==> src/rtl/fetch_pkg.sv <==
// Shared types and constants for the decoupled instruction-fetch front end.
package fetch_pkg;

  typedef enum logic [1:0] {
    IDLE    = 2'd0,
    WAIT    = 2'd1,
    DISCARD = 2'd2
  } fetch_state_t;

  localparam int unsigned PC_STEP    = 4;
  localparam int unsigned ENTRY_PC_W = 32;

  // Queue entry layout at the default 32-bit PC width; the queue itself
  // stores the same {pc, instr} packing as a flat vector.
  typedef struct packed {
    logic [ENTRY_PC_W-1:0] pc;
    logic [31:0]           instr;
  } fetch_entry_t;

endpackage

==> src/rtl/fetch_queue.sv <==
// Show-ahead synchronous FIFO with flush; head reads as zero while empty.
module fetch_queue #(
  parameter int WIDTH = 64,
  parameter int DEPTH = 4
) (
  input  logic                       clk,
  input  logic                       rst_n,
  input  logic                       push,
  input  logic [WIDTH-1:0]           push_data,
  input  logic                       pop,
  input  logic                       flush,
  output logic [WIDTH-1:0]           head_data,
  output logic                       head_valid,
  output logic [$clog2(DEPTH+1)-1:0] count
);

  localparam int AW = $clog2(DEPTH);
  localparam int CW = $clog2(DEPTH+1);

  logic [WIDTH-1:0] mem [DEPTH];
  logic [AW-1:0]    wr_ptr_reg;
  logic [AW-1:0]    rd_ptr_reg;
  logic [CW-1:0]    count_reg;
  logic             do_push;
  logic             do_pop;

  // Flush wins over both push and pop issued in the same cycle.
  assign do_pop  = pop && !flush && (count_reg != '0);
  assign do_push = push && !flush && ((count_reg != CW'(DEPTH)) || do_pop);

  genvar gi;
  generate
    for (gi = 0; gi < DEPTH; gi++) begin : g_entry
      always_ff @(posedge clk) begin
        if (do_push && (wr_ptr_reg == AW'(gi))) begin
          mem[gi] <= push_data;
        end
      end
    end
  endgenerate

  always_ff @(posedge clk or negedge rst_n) begin
    if (!rst_n) begin
      wr_ptr_reg <= '0;
      rd_ptr_reg <= '0;
      count_reg  <= '0;
    end else if (flush) begin
      wr_ptr_reg <= '0;
      rd_ptr_reg <= '0;
      count_reg  <= '0;
    end else begin
      if (do_push) begin
        wr_ptr_reg <= wr_ptr_reg + AW'(1);
      end
      if (do_pop) begin
        rd_ptr_reg <= rd_ptr_reg + AW'(1);
      end
      case ({do_push, do_pop})
        2'b10:   count_reg <= count_reg + CW'(1);
        2'b01:   count_reg <= count_reg - CW'(1);
        default: count_reg <= count_reg;
      endcase
    end
  end

  assign head_valid = (count_reg != '0);
  assign head_data  = head_valid ? mem[rd_ptr_reg] : '0;
  assign count      = count_reg;

endmodule

==> src/rtl/fetch_unit.sv <==
// Decoupled fetch: registered fetch PC, variable-latency imem handshake,
// and an instruction queue toward decode with branch/jump redirect.
module fetch_unit
  import fetch_pkg::*;
#(
  parameter int              XLEN     = 32,
  parameter int              DEPTH    = 4,
  parameter logic [XLEN-1:0] RESET_PC = '0
) (
  input  logic                       clk,
  input  logic                       rst_n,
  output logic                       imem_req,
  output logic [XLEN-1:0]            imem_addr,
  input  logic                       imem_ack,
  input  logic [31:0]                imem_rd,
  input  logic                       redirect,
  input  logic [XLEN-1:0]            redirect_pc,
  output logic [31:0]                instr,
  output logic [XLEN-1:0]            instr_pc,
  output logic                       instr_valid,
  input  logic                       instr_ready,
  output logic [$clog2(DEPTH+1)-1:0] count
);

  localparam int CW = $clog2(DEPTH+1);
  localparam int EW = XLEN + 32;

  fetch_state_t    state_reg;
  logic [XLEN-1:0] fetch_pc_reg;
  logic [XLEN-1:0] req_pc_reg;

  logic            push;
  logic            pop;
  logic            space;
  logic [CW:0]     occ_next;
  logic [XLEN-1:0] redirect_target;
  logic [XLEN-1:0] req_pc_inc;
  logic [EW-1:0]   push_data;
  logic [EW-1:0]   head_data;

  assign redirect_target = {redirect_pc[XLEN-1:2], 2'b00};
  assign req_pc_inc      = req_pc_reg + XLEN'(PC_STEP);

  assign push = (state_reg == WAIT) && imem_ack && !redirect;
  assign pop  = instr_valid && instr_ready && !redirect;

  // Occupancy once this cycle's push/pop land; a new request needs a free
  // slot beyond that so the queue can never overflow.
  assign occ_next = {1'b0, count} + (CW+1)'(push) - (CW+1)'(pop);
  assign space    = (occ_next < (CW+1)'(DEPTH));

  always_ff @(posedge clk or negedge rst_n) begin
    if (!rst_n) begin
      state_reg    <= IDLE;
      fetch_pc_reg <= RESET_PC;
      req_pc_reg   <= RESET_PC;
    end else begin
      case (state_reg)
        IDLE: begin
          if (redirect) begin
            fetch_pc_reg <= redirect_target;
          end else if (space) begin
            req_pc_reg <= fetch_pc_reg;
            state_reg  <= WAIT;
          end
        end
        WAIT: begin
          if (redirect) begin
            fetch_pc_reg <= redirect_target;
            state_reg    <= imem_ack ? IDLE : DISCARD;
          end else if (imem_ack) begin
            fetch_pc_reg <= req_pc_inc;
            if (space) begin
              req_pc_reg <= req_pc_inc;
            end else begin
              state_reg <= IDLE;
            end
          end
        end
        DISCARD: begin
          // The squashed request must still complete before a new one issues.
          if (redirect) begin
            fetch_pc_reg <= redirect_target;
          end
          if (imem_ack) begin
            state_reg <= IDLE;
          end
        end
        default: state_reg <= IDLE;
      endcase
    end
  end

  assign imem_req  = (state_reg != IDLE);
  assign imem_addr = req_pc_reg;
  assign push_data = {req_pc_reg, imem_rd};

  fetch_queue #(
    .WIDTH (EW),
    .DEPTH (DEPTH)
  ) u_queue (
    .clk        (clk),
    .rst_n      (rst_n),
    .push       (push),
    .push_data  (push_data),
    .pop        (pop),
    .flush      (redirect),
    .head_data  (head_data),
    .head_valid (instr_valid),
    .count      (count)
  );

  assign instr_pc = head_data[EW-1:32];
  assign instr    = head_data[31:0];

endmodule

==> config.mk <==
export PLATFORM = sky130hd
export DESIGN_NAME = fetch_unit
export DESIGN_NICKNAME = d
export VERILOG_FILES = /design/src/rtl/fetch_pkg.sv /design/src/rtl/fetch_queue.sv /design/src/rtl/fetch_unit.sv
export SDC_FILE = /design/constraint.sdc
export NUM_CORES = 1
export LEC_CHECK = 0
export CELL_PAD_IN_SITES_DETAIL_PLACEMENT = 0
export CELL_PAD_IN_SITES_GLOBAL_PLACEMENT = 1
export CORE_MARGIN = 10
export CORE_UTILIZATION = 47
export DETAILED_ROUTE_END_ITERATION = 10
export PLACE_DENSITY = 0.86
export SYNTH_ARGS = -nofsm -noshare
export SYNTH_HDL_FRONTEND = slang
export SYNTH_HIERARCHICAL = 1
export SYNTH_SLANG_ARGS = --single-unit
==> constraint.sdc <==
create_clock -name clk -period 4.9 [get_ports clk]
set_input_delay 0.49 -clock clk [delete_from_list [all_inputs] [get_ports clk]]
set_output_delay 0.49 -clock clk [all_outputs]
set_load 0.05 [all_outputs]
==> impl_metrics.py, run 1 <==
metrics = {
    "status": {
        "status": "finished, final reports clean",
    },
    "timing": {
        "clock_skew_ns": 0.0304,
        "fin_crit_sh_pct": 74.8,
        "fin_ws_ns": 1.24,
        "relSlewSlack_pct": 31.6,
        "tightestPinTransition_ns": 1.03,
        "rsz0062_at_grt": "false",
        "setup_viol": 0,
        "fmax_mhz": 273,
        "period_needed_ns": 3.66,
        "hold_viol": 0,
        "whs_ns": 0.127,
        "drv_slew": 0,
        "fin_tns_setup_ns": 0,
    },
    "layout": {
        "areaGrowthSynthToFinish_pct": 22.8,
        "postLayoutCellArea_mm2": 0.0174,
        "nFillCells": 2290,
        "largest_reg_flops": 256,
        "drive_gt1_share_pct": 15.2,
        "final_nets": 1142,
    },
    "clock_network": {
        "tritoncts": "done",
        "cts.sinks": 329,
        "clock_path_buffers": 3,
        "post_cts_buffers": 0,
        "clkSlewWorstSetupHoldPaths_ns": 0.05,
        "ctsHtreeMaxLevel": 2,
        "clk-insertion-delay-late_ns": 0.53,
        "cts-root-buf": "clkbuf_16",
        "hold_buffers": 0,
        "numCtsBuffers": 35,
        "ctsResizeCount": 0,
    },
    "yosys": {
        "netlist_area_mm2": 0.0141,
        "syn_inst": 893,
        "yosys_warnings": 6,
        "synth_edf_count": 256,
        "postSynthAreaPerCell_um2": 15.8,
        "syn_nets": 971,
        "synth_seq_cells": 329,
        "ys.flop_type": "edfxtp_1",
        "ys_seq_area_share_pct": 67.3,
        "synth_cell_type_count": 62,
        "ys_async_sr_fraction_pct": 22.2,
    },
    "drt": {
        "initialDrtViolationCount": 608,
        "drc": 0,
        "drtPass1Iterations": 5,
        "vias": 8349,
        "ant_nets": 0,
        "viasPerCell": 5.64,
        "wl_per_cell_um": 22.0,
        "wl_um": 32600,
    },
    "pwr": {
        "seqPwrFrac_pct": 49.5,
        "p_total_w": 0.00727,
        "clock_power_share_pct": 35.2,
        "power.leakage_nw": 5.84,
        "internal_power_w": 0.00521,
        "power_switching_w": 0.00206,
        "combPwrFrac_pct": 15.3,
        "p_per_area_mw_per_mm2": 419,
        "ir_drop_mv": 0.211,
        "p_sw_share_pct": 28.3,
    },
    "placement": {
        "placed_area_mm2": 0.0162,
        "gp_congestion": 0.777,
        "port_buffers": 167,
        "dpl.hpwl_um": 20500,
        "place_ws_ns": 0.759,
    },
    "critical_path": {
        "cp-endpoint": "instr[23]",
        "crit_start": "u_queue/rd_ptr_reg[0]",
        "worst_ep_required_time_ns": 4.41,
        "reg2reg_slack_ns": 1.24,
        "worst-setup-path-type": "reg2out",
        "r2r-end": "imem_addr[20]",
        "worst-path-max-fanout": 42,
        "worstRegToRegCells": 14,
        "cp-start-kind": "flip-flop",
        "cp_data_arrival_time_ns": 3.17,
        "end_kind": "output pin",
        "r2r_start": "state_reg[0]",
    },
    "floorplan": {
        "dieArea_mm2": 0.0374,
        "placeableCoreArea_mm2": 0.0296,
        "dieWidth_um": 193,
        "start_util_pct": 47.7,
        "row_count": 63,
        "io_pins": 170,
        "die_y_um": 193,
    },
    "job": {
        "max_cap_viol_count": 0,
    },
    "worst_hold_path": {
        "min_path_type": "in2async",
    },
    "global_routing": {
        "grt_pass1_vias": 8568,
        "grt_max_degree": 74,
        "grt_first_pass_wirelength_um": 51600,
        "antenna_found_initial": 1,
        "grtUsageTotal_pct": 17.2,
        "grt_overflow_total": 0,
    },
}
[cell type report]
cell class	instances	area, µm²	area share, %
diodes	1	2.50	0.0144
repair buffers	189	1900	10.9
clock buffers	44	931	5.36
multi-input cells	496	4280	24.6
clock inverters	19	189	1.09
well taps	390	488	2.81
inverters	13	48.8	0.281
flip-flops and latches	329	9520	54.9
[worst min path at each step]
stage,start,end,slack [ns],depth (start not counted)
4_1_cts,rst_n,fetch_pc_reg[22],0.16,1
3_3_place_gp,fetch_pc_reg[6],fetch_pc_reg[6],0.46,2
6_report,rst_n,u_queue/count[0],0.13,1
2_1_floorplan,rst_n,fetch_pc_reg[0],0.19,0
5_1_grt,rst_n,u_queue/count[2],0.20,1
3_5_place_dp,fetch_pc_reg[6],fetch_pc_reg[6],0.47,2
[synthesized netlist by cell type, types with 2 or more instances]
| cell type | count | share of area, % |
|---|---|---|
| nor3_1 | 3 | 0.11 |
| a32oi_1 | 16 | 0.99 |
| o21ai_1 | 5 | 0.18 |
| nand2b_1 | 3 | 0.13 |
| a22oi_1 | 4 | 0.21 |
| mux2_2 | 3 | 0.24 |
| inv_1 | 13 | 0.35 |
| nor3_4 | 3 | 0.35 |
| a21oi_1 | 32 | 1.1 |
| xnor2_1 | 10 | 0.62 |
| and3_2 | 4 | 0.21 |
| mux4_2 | 64 | 10 |
| clkbuf_8 | 2 | 0.19 |
| nand3_1 | 17 | 0.60 |
| dfrtp_1 | 73 | 13 |
| and2_1 | 69 | 3.1 |
| mux2i_1 | 14 | 0.99 |
| and3_1 | 8 | 0.35 |
| o2111ai_1 | 2 | 0.12 |
| nor2_1 | 32 | 0.85 |
| buf_4 | 2 | 0.11 |
| buf_6 | 7 | 0.56 |
| xor2_1 | 22 | 1.4 |
| clkbuf_1 | 18 | 0.48 |
| nand2_1 | 55 | 1.5 |
| o21a_1 | 2 | 0.11 |
| o22ai_1 | 16 | 0.71 |
| buf_2 | 22 | 0.78 |
| a31oi_1 | 3 | 0.13 |
| a2bb2oi_1 | 16 | 0.99 |
| clkbuf_2 | 2 | 0.071 |
| nand4_4 | 2 | 0.30 |
| or2_2 | 2 | 0.088 |
| nor2b_1 | 3 | 0.13 |
| edfxtp_1 | 256 | 54 |
| nand4_1 | 9 | 0.40 |
| or3_1 | 2 | 0.088 |
| ha_1 | 8 | 0.71 |
| buf_1 | 2 | 0.053 |
| o21ai_0 | 45 | 1.6 |
[worst max-delay path: stages (launching register included)]
cell and delay [ns]:
dfrtp_4 0.78, buf_12 0.40, mux4_2 0.57, and2_1 0.17, clkdlybuf4s50_1 0.71
[power groups by stage]
stage,sequential [W],clock [W],combinational [W]
global placement,0.00364,0,0.00110
detailed placement,0.00366,0,0.00112
finish,0.00360,0.00256,0.00111
floorplan,0.00383,0,0.000469
global route,0.00364,0.00273,0.00119
CTS,0.00360,0.00262,0.00113
[per-stage QoR]
stage	utilization (%)	instances
4_1_cts	58.5	1480
2_1_floorplan	-	893
3_3_place_gp	54.8	1417
5_1_grt	58.5	1480
6_report	58.6	1481
3_5_place_dp	54.8	1417
[cells by family (layout without fill, tap and decap cells)]
logic type / after synthesis / count (layout) / share of synthesized area [%]
buffers and inverters: 68 / 265 / 2.58
AOI/OAI and AO/OA: 152 / 152 / 6.95
muxes: 81 / 81 / 11.4
DFF: 329 / 329 / 67.3
other: 0 / 1 / 0
xor gates and xnor gates: 32 / 32 / 1.98
and+or+nand+nor: 222 / 222 / 8.91
adders and majority gates: 9 / 9 / 0.850
[cell usage in the layout (no fill, tap or decap), types with 4 or more instances in the layout]
master and count:
a21oi_1 32, a22oi_1 4, a2bb2oi_1 16, a32oi_1 16, and2_1 65, and2_4 4, and3_1 8, and3_2 4
buf_12 5, buf_4 18, clkbuf_1 8, clkbuf_16 36, clkdlybuf4s50_1 166, clkinv_1 5, clkinv_2 5, clkinvlp_4 4
dfrtp_1 71, edfxtp_1 256, ha_1 8, inv_1 13, mux2i_1 14, mux4_2 64, nand2_1 55, nand3_1 17
nand4_1 9, nor2_1 32, o21ai_0 45, o21ai_1 5, o22ai_1 16, xnor2_1 10, xor2_1 22
[routing by layer]
| layer | part of all wire (%) | global-route usage (%) |
|---|---|---|
| met1 | 43 | 22.3 |
| met2 | 50 | 29.1 |
| met3 | 5.8 | 3.77 |
| met4 | 1.7 | 4.01 |
| met5 | 0 | 0 |
Note: power is estimated with default switching activity, not from simulation.
==> inputs of run 2 (changes only) <==
- clock period: 4.9 -> 3.4 ns (I/O delays scaled with it)
==> run 2 against run 1 <==
Effect of this change:
- the flow now finishes with violations (negative hold slack)
- worst hold slack got worse by 0.15 ns
- non-clock buffer count increased by 14
- first-iteration DRC count is 6.3% lower
- sequential power grew 44%
- register-to-register slack got worse by 0.69 ns
- clock skew decreased by 0.014 ns
- sequential share of layout area shrank 0.57 points
- combinational power grew 46%
- final area increased by 1.1%
- clock power up 35%
- total power grew 41%
- final cell count increased by 1.0%
==> impl_metrics.py, run 2 (synthesis results as in run 1) <==
metrics = {
    "status": {
        "status": "finished with violations",
        "violations": "negative hold slack",
    },
    "critical_path": {
        "cp-start-kind": "flip-flop",
        "crit_buf_inv": 2,
        "worstPathCellList": "buf_4 -> mux4_2 -> and2_1 -> clkdlybuf4s50_1",
        "worst-path-max-fanout": 17,
        "end_kind": "output pin",
        "worst-setup-path-type": "reg2out",
        "critical-path-top-delay-family": "buffers and inverters",
        "cp_slowest_stage_delay_ns": 0.70,
        "cp_data_arrival_time_ns": 2.91,
        "reg2reg_slack_ns": 0.55,
        "critPathSlowestCell": "dfrtp_4",
        "worst_ep_required_time_ns": 3.06,
    },
    "timing": {
        "setup_viol": 0,
        "drv_slew": 0,
        "tightestPinTransition_ns": 0.993,
        "fmax_mhz": 308,
        "whs_ns": -0.0197,
        "clock_skew_ns": 0.0165,
        "hold_viol": 6,
        "rsz0062_at_grt": "false",
        "fin_crit_sh_pct": 95.6,
        "period_needed_ns": 3.25,
        "relSlewSlack_pct": 33.8,
    },
    "clock_network": {
        "ctsResizeCount": 0,
        "clkSlewWorstSetupHoldPaths_ns": 0.06,
        "post_cts_buffers": 0,
        "hold_buffers": 0,
        "numCtsBuffers": 36,
        "tritoncts": "done",
        "ctsHtreeMaxLevel": 2,
        "cts.sinks": 329,
        "cts-root-buf": "clkbuf_16",
        "clock_path_buffers": 3,
        "clk-insertion-delay-late_ns": 0.51,
    },
    "global_routing": {
        "grt_first_pass_wirelength_um": 52500,
        "antenna_found_initial": 1,
        "grtUsageTotal_pct": 17.5,
        "grt_overflow_total": 0,
        "grt_pass1_vias": 8738,
        "grt_max_degree": 74,
    },
    "pwr": {
        "p_total_w": 0.0103,
        "p_per_area_mw_per_mm2": 585,
        "power.leakage_nw": 5.93,
        "ir_drop_mv": 0.397,
    },
    "placement": {
        "port_buffers": 167,
        "gp_congestion": 0.773,
        "dpl.hpwl_um": 21500,
        "place_inst": 1431,
        "placed_area_mm2": 0.0165,
    },
    "drt": {
        "wl_met1_um": 13900,
        "wl_per_cell_um": 22.3,
        "wl_met3_um": 1810,
        "ant_nets": 0,
        "wl_um": 33300,
        "vias": 8440,
        "drc": 0,
        "wl_met2_um": 17100,
        "top_layer_used": "met4",
        "drtPass1Iterations": 5,
        "viasPerCell": 5.64,
        "initialDrtViolationCount": 570,
    },
    "layout": {
        "post-route-util_pct": 59.2,
        "nFillCells": 2314,
        "final_nets": 1157,
        "areaGrowthSynthToFinish_pct": 24.0,
        "drive_gt1_share_pct": 16.1,
        "largest_reg_flops": 256,
        "multi_input_area_mm2": 0.00428,
        "mostFrequentLayoutCells": "256 x edfxtp_1, 166 x clkdlybuf4s50_1, 71 x dfrtp_1",
        "postLayoutCellArea_mm2": 0.0175,
        "seq_area_mm2": 0.00952,
        "final_cells": 1496,
        "final_common_cell": "edfxtp_1",
    },
    "worst_hold_path": {
        "min_path_type": "in2async",
    },
    "floorplan": {
        "die_y_um": 193,
        "io_pins": 170,
        "dieArea_mm2": 0.0374,
        "dieWidth_um": 193,
        "placeableCoreArea_mm2": 0.0296,
        "row_count": 63,
        "start_util_pct": 47.7,
    },
    "job": {
        "max_cap_viol_count": 0,
    },
}
[run 2: cell types whose count changed in the layout (fill, tap and decap cells not counted), sizes merged]
cell / change
buf: +14
clkinv: +5
bufinv: -3
clkinvlp: -3
clkbuf: +2
[run 2: report_power, final]
group / total, W / switching [W] / internal (W) / leakage (nW)
logic: 0.00162 / 0.000987 / 0.000633 / 2.25
clock network: 0.00346 / 0.00148 / 0.00198 / 0.515
registers: 0.00519 / 0.000481 / 0.00471 / 3.17
total: 0.0103 / 0.00295 / 0.00732 / 5.93
[run 2: path summary, 6_finish.rpt]
| kind | from | to | depth (start not counted) |
|---|---|---|---|
| worst max-delay path | u_queue/rd_ptr_reg[0] | instr_pc[4] | 4 |
| worst min-delay path | rst_n | u_queue/count[2] | 1 |
| worst max register to register | u_queue/count[2] | imem_addr[17] | 12 |
| worst min register to register | fetch_pc_reg[1] | fetch_pc_reg[1] | 2 |
| max in group asynchronous | rst_n | u_queue/rd_ptr_reg[0] | 1 |
| min in group clk | imem_ack | state_reg[1] | 2 |
[run 2: cell type report]
| cell class | count | area share [%] |
|---|---|---|
| Clock inverter | 18 | 0.564 |
| Timing Repair Buffer | 203 | 12.3 |
| Antenna cell | 1 | 0.0143 |
| Clock buffer | 46 | 5.41 |
| Multi-Input combinational cell | 496 | 24.4 |
| Sequential cell | 329 | 54.3 |
| Inverter | 13 | 0.278 |
| Tap cell | 390 | 2.78 |
[run 2: metrics by stage]
stage,worst slack (ns),TNS [ns]
after CTS,0.0795,0
final,0.151,0
after floorplan,-0.0169,-4.32
after global placement,0.346,0
after global routing,0.0283,0
after detailed placement,0.332,0
[run 2: routing by layer]
layer / GRT usage (%) / up-vias
met3: 3.54 / 37
met2: 29.9 / 232
li1: - / 3837
met4: 3.46 / 0
met5: 0 / -
met1: 22.7 / 4334
==> inputs of run 3 (changes only) <==
- PLACE_DENSITY: 0.86 -> unset
- PLACE_DENSITY_LB_ADDON: unset -> 0.15
- REMOVE_ABC_BUFFERS: unset -> 1
- SKIP_LAST_GASP: unset -> 1
==> run 3 against run 2 <==
Effect of this change:
- fmax fell by 0.16%
- first-iteration DRC count fell by 6.0%
- clock power rose by 11%
- global-route usage fell by 0.27 points
- routed wire length fell by 2.9%
- critical path depth did not move
- critical path type unchanged
- final cell count did not move
- utilization rose by 0.19 points
- clock-buffer cell count rose by 2
- sequential power barely moved
- final area rose by 0.33%
- register-to-register slack improved by 0.03 ns
- the flow still finishes with violations (negative hold slack)
==> impl_metrics.py, run 3 (synthesis results as in run 1) <==
metrics = {
    "status": {
        "status": "finished with violations",
        "violations": "negative hold slack",
    },
    "pwr": {
        "clock_power_share_pct": 36.1,
        "p_per_area_mw_per_mm2": 604,
        "power.leakage_nw": 5.97,
        "ir_drop_mv": 0.380,
        "internal_power_w": 0.00768,
        "power_switching_w": 0.00295,
        "combPwrFrac_pct": 15.3,
        "p_sw_share_pct": 27.8,
        "p_total_w": 0.0106,
        "seqPwrFrac_pct": 48.6,
    },
    "layout": {
        "mostFrequentLayoutCells": "256 x edfxtp_1, 166 x clkdlybuf4s50_1, 71 x dfrtp_1",
        "nFillCells": 2356,
        "final_nets": 1154,
        "postLayoutCellArea_mm2": 0.0176,
        "largest_reg_flops": 256,
        "seq_area_mm2": 0.00952,
        "multi_input_area_mm2": 0.00428,
        "post-route-util_pct": 59.4,
        "areaGrowthSynthToFinish_pct": 24.5,
        "final_common_cell": "edfxtp_1",
        "drive_gt1_share_pct": 16.4,
    },
    "clock_network": {
        "tritoncts": "done",
        "cts.sinks": 329,
        "clkSlewWorstSetupHoldPaths_ns": 0.06,
        "clock_path_buffers": 3,
        "ctsResizeCount": 0,
        "hold_buffers": 0,
        "numCtsBuffers": 36,
        "clk-insertion-delay-late_ns": 0.52,
        "cts-root-buf": "clkbuf_16",
        "ctsHtreeMaxLevel": 2,
        "post_cts_buffers": 0,
    },
    "timing": {
        "period_needed_ns": 3.25,
        "drv_slew": 0,
        "fmax_mhz": 307,
        "fin_tns_setup_ns": 0,
        "clock_skew_ns": 0.0177,
        "fin_ws_ns": 0.146,
        "setup_viol": 0,
        "hold_viol": 14,
        "fin_crit_sh_pct": 95.7,
        "relSlewSlack_pct": 33.9,
        "rsz0062_at_grt": "false",
        "whs_ns": -0.0372,
        "tightestPinTransition_ns": 0.991,
    },
    "global_routing": {
        "antenna_found_initial": 2,
        "grt_max_degree": 74,
        "grt_first_pass_wirelength_um": 51900,
        "grt_overflow_total": 0,
        "grt_pass1_vias": 8743,
        "grtUsageTotal_pct": 17.2,
    },
    "critical_path": {
        "critical-path-top-delay-family": "buffers and inverters",
        "cp_slowest_stage_delay_ns": 0.71,
        "worst-path-max-fanout": 26,
        "critPathSlowestCell": "clkdlybuf4s50_1",
        "crit_buf_inv": 2,
        "r2r-end": "imem_addr[17]",
        "worst-setup-path-type": "reg2out",
        "r2r_start": "u_queue/count[2]",
        "end_kind": "output pin",
        "cp-start-kind": "flip-flop",
        "worstPathCellList": "buf_12 -> mux4_2 -> and2_1 -> clkdlybuf4s50_1",
        "cp_data_arrival_time_ns": 2.91,
        "reg2reg_slack_ns": 0.58,
        "worstRegToRegCells": 12,
        "worst_ep_required_time_ns": 3.06,
    },
    "placement": {
        "port_buffers": 167,
        "place_ws_ns": 0.236,
        "dpl.hpwl_um": 20500,
        "gp_congestion": 0.771,
        "placed_area_mm2": 0.0164,
    },
    "floorplan": {
        "io_pins": 170,
        "placeableCoreArea_mm2": 0.0296,
        "row_count": 63,
        "dieArea_mm2": 0.0374,
        "die_y_um": 193,
        "dieWidth_um": 193,
        "start_util_pct": 47.7,
    },
    "drt": {
        "wl_per_cell_um": 21.6,
        "vias": 8301,
        "viasPerCell": 5.55,
        "ant_nets": 0,
        "wl_um": 32300,
        "initialDrtViolationCount": 536,
        "drc": 0,
        "drtPass1Iterations": 5,
    },
    "job": {
        "max_cap_viol_count": 0,
    },
    "worst_hold_path": {
        "min_path_type": "in2async",
    },
}
run 3: cell count changes in the layout (fill, tap and decap cells not counted), sizes merged:
cell / before / now
clkinv: 16 / 11
clkbuf: 46 / 48
inv: 14 / 15
bufinv: 0 / 4
buf: 37 / 34
diode: 1 / 2
run 3: per-stage QoR:
stage | hold WS, ns | cells
2_1_floorplan | 0.0444 | 838
3_3_place_gp | 0.457 | 1428
3_5_place_dp | 0.466 | 1428
4_1_cts | 0.0252 | 1494
5_1_grt | 0.0436 | 1494
6_report | -0.0372 | 1496
run 3: how the worst max path moves through the flow:
stage,startpoint,endpoint,slack [ns],depth (start not counted)
global route,u_queue/rd_ptr_reg[0],instr_pc[21],0.02,4
floorplan,u_queue/count[2],u_queue/mem[0][0],-1.55,6
global placement,redirect,imem_addr[17],0.25,12
detailed placement,redirect,imem_addr[17],0.24,12
CTS,u_queue/rd_ptr_reg[0],instr_pc[21],0.09,4
finish,u_queue/rd_ptr_reg[0],instr_pc[21],0.15,4
run 3: layout make-up:
type | instances | area share (%)
antenna | 2 | 0.0284
clock buffer | 48 | 5.55
clock inverter | 18 | 1.12
inverter | 13 | 0.277
multi-input combinational | 496 | 24.3
sequential | 329 | 54.1
tap | 390 | 2.77
timing repair buffer | 200 | 11.8
run 3: power groups by stage:
| stage | Combinational [W] | Clock (W) | Sequential (W) |
|---|---|---|---|
| after global placement | 0.00162 | 0 | 0.00524 |
| after floorplan | 0.000614 | 0 | 0.00553 |
| after global routing | 0.00175 | 0.00411 | 0.00523 |
| final | 0.00162 | 0.00384 | 0.00516 |
| after CTS | 0.00165 | 0.00395 | 0.00517 |
| after detailed placement | 0.00164 | 0 | 0.00525 |
run 3: worst reg2reg max path, delay by kind of cell, from the launching register on:
family / cells / cell delay, ns
buffers and inverters: 2 / 0.25
and+or+nand+nor: 5 / 1.14
AOI/OAI and AO/OA: 3 / 0.55
adders and majority gates: 2 / 0.41
DFF: 1 / 0.38
run 3: per-layer routing:
layer  GRT usage [%]  wire length [µm]  up-vias
met1            23.6             14400     4204
met4            4.72               583        0
met2            27.2             15400      222
met3            3.89              1970       41
li1                -                 -     3834
met5               0                 0        -
